===== src/rtl/strobe_arb_pkg.sv =====
// strobe_arb_pkg
// Shared types and limits for the strobe arbiter and the clock-control
// arbiters that reuse its round-robin picker.
//   strobe_arb_state_t  : sequencer states (idle, strobe, stretch, gap)
//   STROBE_ARB_MAX_NREQ : largest supported requester count
package strobe_arb_pkg;

    localparam int STROBE_ARB_MAX_NREQ = 8;

    // The stretch state only gets used when STROBE_ARB_STRETCH_EN is defined,
    // but it keeps its encoding so every build shares one state type.
    typedef enum logic [1:0] {
        S_IDLE    = 2'd0,
        S_STROBE  = 2'd1,
        S_STRETCH = 2'd2,
        S_GAP     = 2'd3
    } strobe_arb_state_t;

endpackage


===== src/rtl/rr_pick.sv =====
// rr_pick
// Combinational round-robin picker. It searches req upward starting one
// above ptr, wrapping modulo NREQ, and reports the first set bit. The
// requester at ptr itself is checked last, so the previous winner has the
// lowest priority.
//   req   in  NREQ   request vector
//   ptr   in  PW     index of the previous winner
//   found out 1      any request present
//   idx   out PW     index of the winning requester (holds ptr if none)
module rr_pick #(
    parameter int NREQ = 4,
    parameter int PW   = $clog2(NREQ)
) (
    input  logic [NREQ-1:0] req,
    input  logic [PW-1:0]   ptr,
    output logic            found,
    output logic [PW-1:0]   idx
);

    logic [PW:0]   sum;
    logic [PW-1:0] pos;

    // The loop runs from the farthest candidate to the nearest. The last
    // match written is therefore the nearest set bit above ptr.
    always_comb begin
        found = 1'b0;
        idx   = ptr;
        sum   = '0;
        pos   = '0;
        for (int i = NREQ; i >= 1; i--) begin
            sum = {1'b0, ptr} + (PW+1)'(i);
            if (sum >= (PW+1)'(NREQ)) begin
                sum = sum - (PW+1)'(NREQ);
            end
            pos = sum[PW-1:0];
            if (req[pos]) begin
                found = 1'b1;
                idx   = pos;
            end
        end
    end

endmodule


===== src/rtl/strobe_arb.sv =====
// strobe_arb
// Round-robin arbiter and sequencer that shares one strobe line among NREQ
// requesters. Each grant drives the strobe for max(len,1) cycles. When
// STROBE_ARB_STRETCH_EN is defined, one trailing stretch cycle follows. After
// the strobe come GAP dead cycles, then a single idle arbitration cycle.
//   clk     in  1      system clock
//   rst_n   in  1      asynchronous active-low reset
//   req     in  NREQ   level requests, held until done
//   len     in  LENW   strobe length, sampled at grant (0 means 1)
//   gnt     out NREQ   one-hot grant for the strobe (and stretch) duration
//   owner   out PW     current or most recent grantee
//   strobe  out 1      shared strobe
//   busy    out 1      high whenever the sequencer is not idle
//   done    out NREQ   one-cycle pulse to the owner after its last strobe cycle
module strobe_arb
    import strobe_arb_pkg::*;
#(
    parameter int NREQ = 4,
    parameter int LENW = 3,
    parameter int GAP  = 1
) (
    input  logic                    clk,
    input  logic                    rst_n,
    input  logic [NREQ-1:0]         req,
    input  logic [LENW-1:0]         len,
    output logic [NREQ-1:0]         gnt,
    output logic [$clog2(NREQ)-1:0] owner,
    output logic                    strobe,
    output logic                    busy,
    output logic [NREQ-1:0]         done
);

    localparam int PW = $clog2(NREQ);
    localparam logic [2:0] GAP_INIT = 3'(GAP);
    localparam strobe_arb_state_t POST_STATE = (GAP > 0) ? S_GAP : S_IDLE;

    strobe_arb_state_t state;
    logic [LENW-1:0]   cnt;
    logic [2:0]        gap_cnt;
    logic [PW-1:0]     ptr;
    logic              pick_found;
    logic [PW-1:0]     pick_idx;

    rr_pick #(
        .NREQ (NREQ),
        .PW   (PW)
    ) u_pick (
        .req   (req),
        .ptr   (ptr),
        .found (pick_found),
        .idx   (pick_idx)
    );

    // Leaving the final strobe cycle clears gnt and strobe. It also echoes
    // the one-hot gnt onto done, so the pulse lands in the first cycle after
    // the strobe, whether that cycle is a gap cycle or the idle cycle.
    always_ff @(posedge clk or negedge rst_n) begin
        if (!rst_n) begin
            state   <= S_IDLE;
            cnt     <= '0;
            gap_cnt <= '0;
            ptr     <= PW'(NREQ-1);
            gnt     <= '0;
            owner   <= '0;
            strobe  <= 1'b0;
            busy    <= 1'b0;
            done    <= '0;
        end else begin
            done <= '0;
            case (state)
                S_IDLE: begin
                    if (pick_found) begin
                        state  <= S_STROBE;
                        cnt    <= (len == '0) ? LENW'(1) : len;
                        gnt    <= NREQ'(1) << pick_idx;
                        owner  <= pick_idx;
                        ptr    <= pick_idx;
                        strobe <= 1'b1;
                        busy   <= 1'b1;
                    end
                end
                S_STROBE: begin
                    if (cnt == LENW'(1)) begin
`ifdef STROBE_ARB_STRETCH_EN
                        state   <= S_STRETCH;
`else
                        state   <= POST_STATE;
                        strobe  <= 1'b0;
                        gnt     <= '0;
                        done    <= gnt;
                        busy    <= (GAP > 0);
                        gap_cnt <= GAP_INIT;
`endif
                    end else begin
                        cnt <= cnt - LENW'(1);
                    end
                end
`ifdef STROBE_ARB_STRETCH_EN
                S_STRETCH: begin
                    state   <= POST_STATE;
                    strobe  <= 1'b0;
                    gnt     <= '0;
                    done    <= gnt;
                    busy    <= (GAP > 0);
                    gap_cnt <= GAP_INIT;
                end
`endif
                S_GAP: begin
                    if (gap_cnt <= 3'd1) begin
                        state <= S_IDLE;
                        busy  <= 1'b0;
                    end else begin
                        gap_cnt <= gap_cnt - 3'd1;
                    end
                end
                default: begin
                    state  <= S_IDLE;
                    strobe <= 1'b0;
                    gnt    <= '0;
                    busy   <= 1'b0;
                end
            endcase
        end
    end

endmodule


===== config.mk =====
export PLATFORM = sky130hd
export DESIGN_NAME = strobe_arb
export DESIGN_NICKNAME = d
export VERILOG_FILES = /design/src/rtl/strobe_arb_pkg.sv /design/src/rtl/rr_pick.sv /design/src/rtl/strobe_arb.sv
export SDC_FILE = /design/constraint.sdc
export NUM_CORES = 1
export LEC_CHECK = 0
export CAP_MARGIN = 10
export CORE_AREA = 2 2 49 51
export CTS_BUF_LIST = sky130_fd_sc_hd__clkbuf_4
export CTS_CLUSTER_SIZE = 8
export DETAILED_ROUTE_END_ITERATION = 8
export DIE_AREA = 0 0 51 53
export MAX_ROUTING_LAYER = met4
export PLACE_DENSITY_LB_ADDON = 0.12
export SYNTH_ARGS = -nofsm -noshare
export SYNTH_HDL_FRONTEND = slang
export SYNTH_SLANG_ARGS = --single-unit

===== constraint.sdc =====
create_clock -name clk -period 3.9 [get_ports clk]
set_input_delay 0.78 -clock clk [delete_from_list [all_inputs] [get_ports clk]]
set_output_delay 0.78 -clock clk [all_outputs]
set_load 0.05 [all_outputs]

==> run_results.csv <==
group,metric,value,unit
run_status,outcome,"finished clean",
final_layout,area_growth,24.44,%
sta,fmax,391.6,MHz
floorplanning,core,2148,um^2
clocking,cts_resized,0,
clocking,clk_path_buf_depth,2,
setup_path,cp.required,3.12,ns
clocking,cts_setup_buffers,0,
synthesis,synth.avg_cell_area,10.24,um^2
setup_path,cp_cell_sequence,"clkdlybuf4s50_1",
setup_path,critPathBufInv,1,
synthesis,synthCells,103,
pwr,internal_power,593.8,uW
route,vias_per_cell,5.273,
sta,fin_skew,0.002009,ns
worst_hold_path,hold_class,"flip-flop to flip-flop",
floorplanning,die_x,51,um
route,dr.pass1.iters,4,
clocking,cts_inserted_buffers,3,
setup_path,crit_slowest_cell,"clkdlybuf4s50_1",
place,gp_congestion,0.8748,
sta,finalSetupViolCount,0,
floorplanning,die_area,2703,um^2
setup_path,critical_path.top_delay_family,"buffers and inverters",
clocking,cts.htree.levels,1,
pwr,combPwrFrac,54.8,%
route,wire_per_inst,13.27,um
synthesis,ys_seq_area_share,50.06,%
clocking,cts_tree,"yes",
floorplanning,fp.dieH,53,um
synthesis,synth-seq-cells,21,
route,postRouteAntennaNets,0,
setup_path,end_kind,"output port",
final_layout,antennaDiodeCount,0,
place,dp.cells,150,
clocking,cts_root_buf,"clkbuf_4",
sta,maxSlewViolCount,0,
floorplanning,ios,21,
grt,grt_usage,17.56,%
sta,post-route-period-util,65.48,%
final_layout,nets,140,
clocking,clkSinkCount,21,
grt,grt_start_max_net_pins,22,
grt,antenna_found_initial,0,
job,max_cap_violations,0,
route,drcViolationCount,0,
synthesis,synth_top_area_cell,"dfrtp_1",
route,drtIter0Drc,19,
synthesis,synth.distinct_cells,33,
pwr,seqPwrFrac,35.5,%
route,num_vias,812,
final_layout,drive_gt1_share,9.524,%
pwr,pwr-share-clk,9.7,%
synthesis,synth_fp_nets,116,
sta,worst_pin_slew,0.9456,ns
place,dp_hpwl,1.472,mm
setup_path,path_class,"flip-flop to output port",
setup_path,startpoint_type,"flip-flop",
sta,period_needed,2.554,ns
place,io_buffers,20,
setup_path,arrival,1.77,ns
route,drt_wl_total,2.043,mm
grt,grt_pass1_wl,3.381,mm
synthesis,netlist_area,1055,um^2
synthesis,yosysWarnings,0,
grt,grt_pass1_vias,781,
pwr,switching_power,515.6,uW
sta,rsz0062_at_grt,"no",
synthesis,netlist_top_cells_area,"dfrtp_1, dfstp_2, a21oi_1",
sta,hold_viol_final,0,
sta,relSlewSlack,36.76,%
clocking,clk_pin_slew,0.12,ns
pwr,power_density,845.2,nW/um^2
sta,fin_setup_tns,0,ns
synthesis,yosysTopAreaCellShare,45.08,%
pwr,leakage,0.5783,nW
floorplanning,start_util,49.10,%
clocking,ctsHoldBuffers,0,
setup_path,crit_fanout,10,
floorplanning,rows,17,
pwr,swShare,46.47,%
setup_path,cpPeakStageDelay,0.88,ns
clocking,clkLatencyLatePin,0.30,ns
sta,hold_ws,0.4980,ns
final_layout,instances_no_fill,154,
pwr,irDropWorstVdd,550.1,uV
grt,overflow,0,
[cell families after synthesis]
kind of cell,after synthesis,synth area share (%)
buffers and inverters,10,3.915
adders and majority gates,4,4.745
DFF,21,50.06
AOI/OAI and AO/OA,28,18.98
and+or+nand+nor,40,22.30
[placed cells by master (no fill, tap or decap)]
cell | Yosys | routed
o22a_2 | 1 | 1
and3_1 | 1 | 1
ha_1 | 4 | 4
a21o_1 | 1 | 1
o21ai_0 | 2 | 2
a211oi_1 | 2 | 2
nor3b_4 | 1 | 1
nand2_1 | 4 | 4
o21bai_1 | 1 | 1
nor2b_1 | 1 | 1
clkinvlp_4 | 0 | 1
clkbuf_4 | 0 | 3
nand3b_1 | 1 | 1
a31o_2 | 1 | 1
dfstp_2 | 2 | 2
nor3_2 | 1 | 1
inv_1 | 9 | 9
nor2_1 | 12 | 12
clkdlybuf4s50_1 | 0 | 20
o211ai_4 | 1 | 1
and3b_1 | 1 | 1
and2_1 | 4 | 4
nor4_1 | 1 | 1
or2b_1 | 1 | 1
or3_1 | 4 | 4
nor3_1 | 2 | 2
dfrtp_1 | 19 | 19
a31oi_1 | 3 | 3
nand2b_1 | 4 | 4
o31ai_1 | 1 | 1
a22o_1 | 4 | 4
nor3b_1 | 1 | 1
o22a_1 | 1 | 1
or4_4 | 1 | 1
a21oi_1 | 10 | 10
[final cells by class]
| cell class | count | area, um^2 |
|---|---|---|
| clock inverters | 1 | 7.507 |
| multi-input cells | 72 | 485.5 |
| inverters | 9 | 33.78 |
| flip-flops and latches | 21 | 528.0 |
| clock buffers | 3 | 22.52 |
| fillers | 191 | 835.8 |
| repair buffers | 20 | 200.2 |
| well taps | 28 | 35.03 |
[power by group through the flow]
stage | registers, mW | clock network [mW] | logic (mW)
global placement | 0.396 | 0 | 0.595
finish | 0.394 | 0.108 | 0.607
detailed placement | 0.398 | 0 | 0.611
CTS | 0.394 | 0.113 | 0.613
floorplan | 0.500 | 0 | 0.343
global route | 0.408 | 0.121 | 0.677
[Yosys cell counts, drive strengths merged]
master and count:
a21oi 10, a31o 1, o31ai 1, or4 1, o211ai 1, nor3b 2
o22a 2, inv 9, and3b 1, a31oi 3, dfrtp 19, or3 4
and3 1, nor3 3, nand2 4, a211oi 2, a22o 4, dfstp 2
buf 1, nor2 12, nand2b 4, nand3b 1, ha 4, or2b 1
and2 4, a21o 1, nor4 1, o21ai 2, o21bai 1, nor2b 1
[routing by layer]
layer	GRT usage (%)	part of all wire [%]
met4	6.757	0.88
met3	3.390	1.6
met2	29.22	50
met1	21.23	47
met5	-	0
[worst register-to-register path: stages (launching register included)]
cell and delay, ns:
dfrtp_1 0.60, nand2b_1 0.23, nor3b_4 0.39, nor2_1 0.18
a22o_1 0.26
[registers in the layout, indices dropped and copies added, names as in the netlist]
register,flops
done,4
gnt,4
cnt,3
gap_cnt,3
owner,2
ptr,2
busy,1
state,1
strobe,1
[metrics by stage]
step	setup WS, ns	cell area, um^2	utilization, %	total power, mW
2_1_floorplan	2.023	1055	-	0.8431
3_3_place_gp	1.460	1282	59.70	0.9912
3_5_place_dp	1.430	1282	59.70	1.009
4_1_cts	1.348	1313	61.09	1.120
5_1_grt	1.290	1313	61.09	1.205
6_report	1.346	1313	61.09	1.109
[worst paths after layout]
path | startpoint | to | slack, ns | cells after the start
worst max-delay path | busy | busy | 1.35 | 1
worst min-delay path | strobe | strobe | 0.50 | 1
worst max register to register | busy | gnt[3] | 2.15 | 4
worst min register to register | strobe | strobe | 0.50 | 1
max in group asynchronous | rst_n | owner[0] | 2.34 | 1
min in group asynchronous | rst_n | gap_cnt[1] | 0.99 | 1
No activity file was read; power rests on OpenSTA's default activity.
==> patch: new RTL, config.mk and constraints unchanged <==
`LENW`: 3 -> 2.
--- a/src/rtl/strobe_arb.sv
+++ b/src/rtl/strobe_arb.sv
@@ -17,5 +17,5 @@
 #(
     parameter int NREQ = 4,
-    parameter int LENW = 3,
+    parameter int LENW = 2,
     parameter int GAP  = 1
 ) (
Ports: changed (resized len); port bits go from 21 to 20. The function was not compared with the original's and may differ.
==> patch against the unedited design <==
Area after synthesis shrank 2.0%. Critical path depth is the same. Largest cell class unchanged. Wire length shrank 5.5%. Design area shrank 3.1%. Sequential cell count shrank 1. Worst setup slack gained 0.056 ns. Largest power group unchanged. Power shrank 1.5%.
==> patch: results <==
[placement]
io_buffers = 19
placed_area_sq_um = 1220
dp.final_hpwl_mm = 1.41
preCtsSetupSlack_ns = 1.48
dp.cells = 145

[status]
outcome = "finished, final reports clean"

[synth]
yosys-top-cells-area = "dfrtp_1, dfstp_2, nor2_1"
synth.top_cells.by_count = "dfrtp_1, nor2_1, a21oi_1"
yosys.area_share.adder_pct = 3.63
post_synth_mux_area_share_pct = 3.03
ys_seq_area_share_pct = 48.7
distinct_cell_type_count_after_synthesis = 36
avg_synthesized_cell_area_sq_um = 10.0
synth_fp_nets = 114
area_fraction_in_compound_gates_after_synthesis_pct = 21.9

[power]
swShare_pct = 44.3
p_per_area_nw_per_um2 = 859
max-vdd-ir-drop_uv = 422
p_switching_uw = 484
leakage_nw = 0.557

[global_routing]
largest_net_degree_at_the_start_of_global_routing = 21
gr-usage-met3_pct = 2.54
number_of_antenna_violations_at_the_first_check_in_global_routing = 0
global_route.usage.met1_pct = 22.7
first_global_vias = 727
grt_use_total_pct = 16.8
use_met2_pct = 25.3

[setup_path]
timing.critical_path.max_delay_family = "buffers and inverters"
arrival_ns = 1.72
path_max_fanout = 12

[routing]
detailedRoute.firstIterationViolations = 25
route.top_layer_used = "met4"
drt-met1-wl_um = 937
viasPerCell = 5.38
wl_per_cell_um = 13.0
dr_wl_met2_um = 908
routed-via-count = 801
dr.pass1.iters = 5
met3_length_um = 71

[finish]
reg.largest.list = "done (4), gnt (4), gap_cnt (3)"
layout.non_clock_buffers = 19
nNetsFinal = 133
area.share.sequential_pct = 39.5
buf_share_pct = 14.9
clock_area_share_pct = 4.13
proportion_of_cell_area_occupied_by_multi_input_gates_pct = 37.2
final.signal_inverter_count = 5
nMultiInputCombCells = 73

[sta]
timing.clock.skew_ns = 0.0135
tightest_slew_ns = 0.859

[clocking]
cts.path.max_buffers = 2
cts.sink_count = 20
[patch: cell types whose count changed in the layout (fill, tap and decap cells not counted), sizes merged, moves of 3 or more]
cell   delta
and2      -3
a31oi     -3
o21ai     +5
inv       -4
or3       -4
and3      +3
[patch: final timing paths]
| path | endpoint | cells after the start | startpoint | slack (ns) |
|---|---|---|---|---|
| setup reg to reg | gnt[0]$_DFFE_PN0P_ | 4 | ptr[1]$_DFFE_PN1P_ | 2.29 |
| max in group asynchronous | owner[1]$_DFFE_PN0P_ | 1 | rst_n | 2.41 |
| setup / recovery | busy | 1 | busy$_DFFE_PN0P_ | 1.40 |
| min in group asynchronous | done[0]$_DFF_PN0_ | 1 | rst_n | 0.95 |
| hold / removal | gnt[3]$_DFFE_PN0P_ | 2 | gnt[3]$_DFFE_PN0P_ | 0.50 |
| hold reg to reg | gnt[3]$_DFFE_PN0P_ | 2 | gnt[3]$_DFFE_PN0P_ | 0.50 |
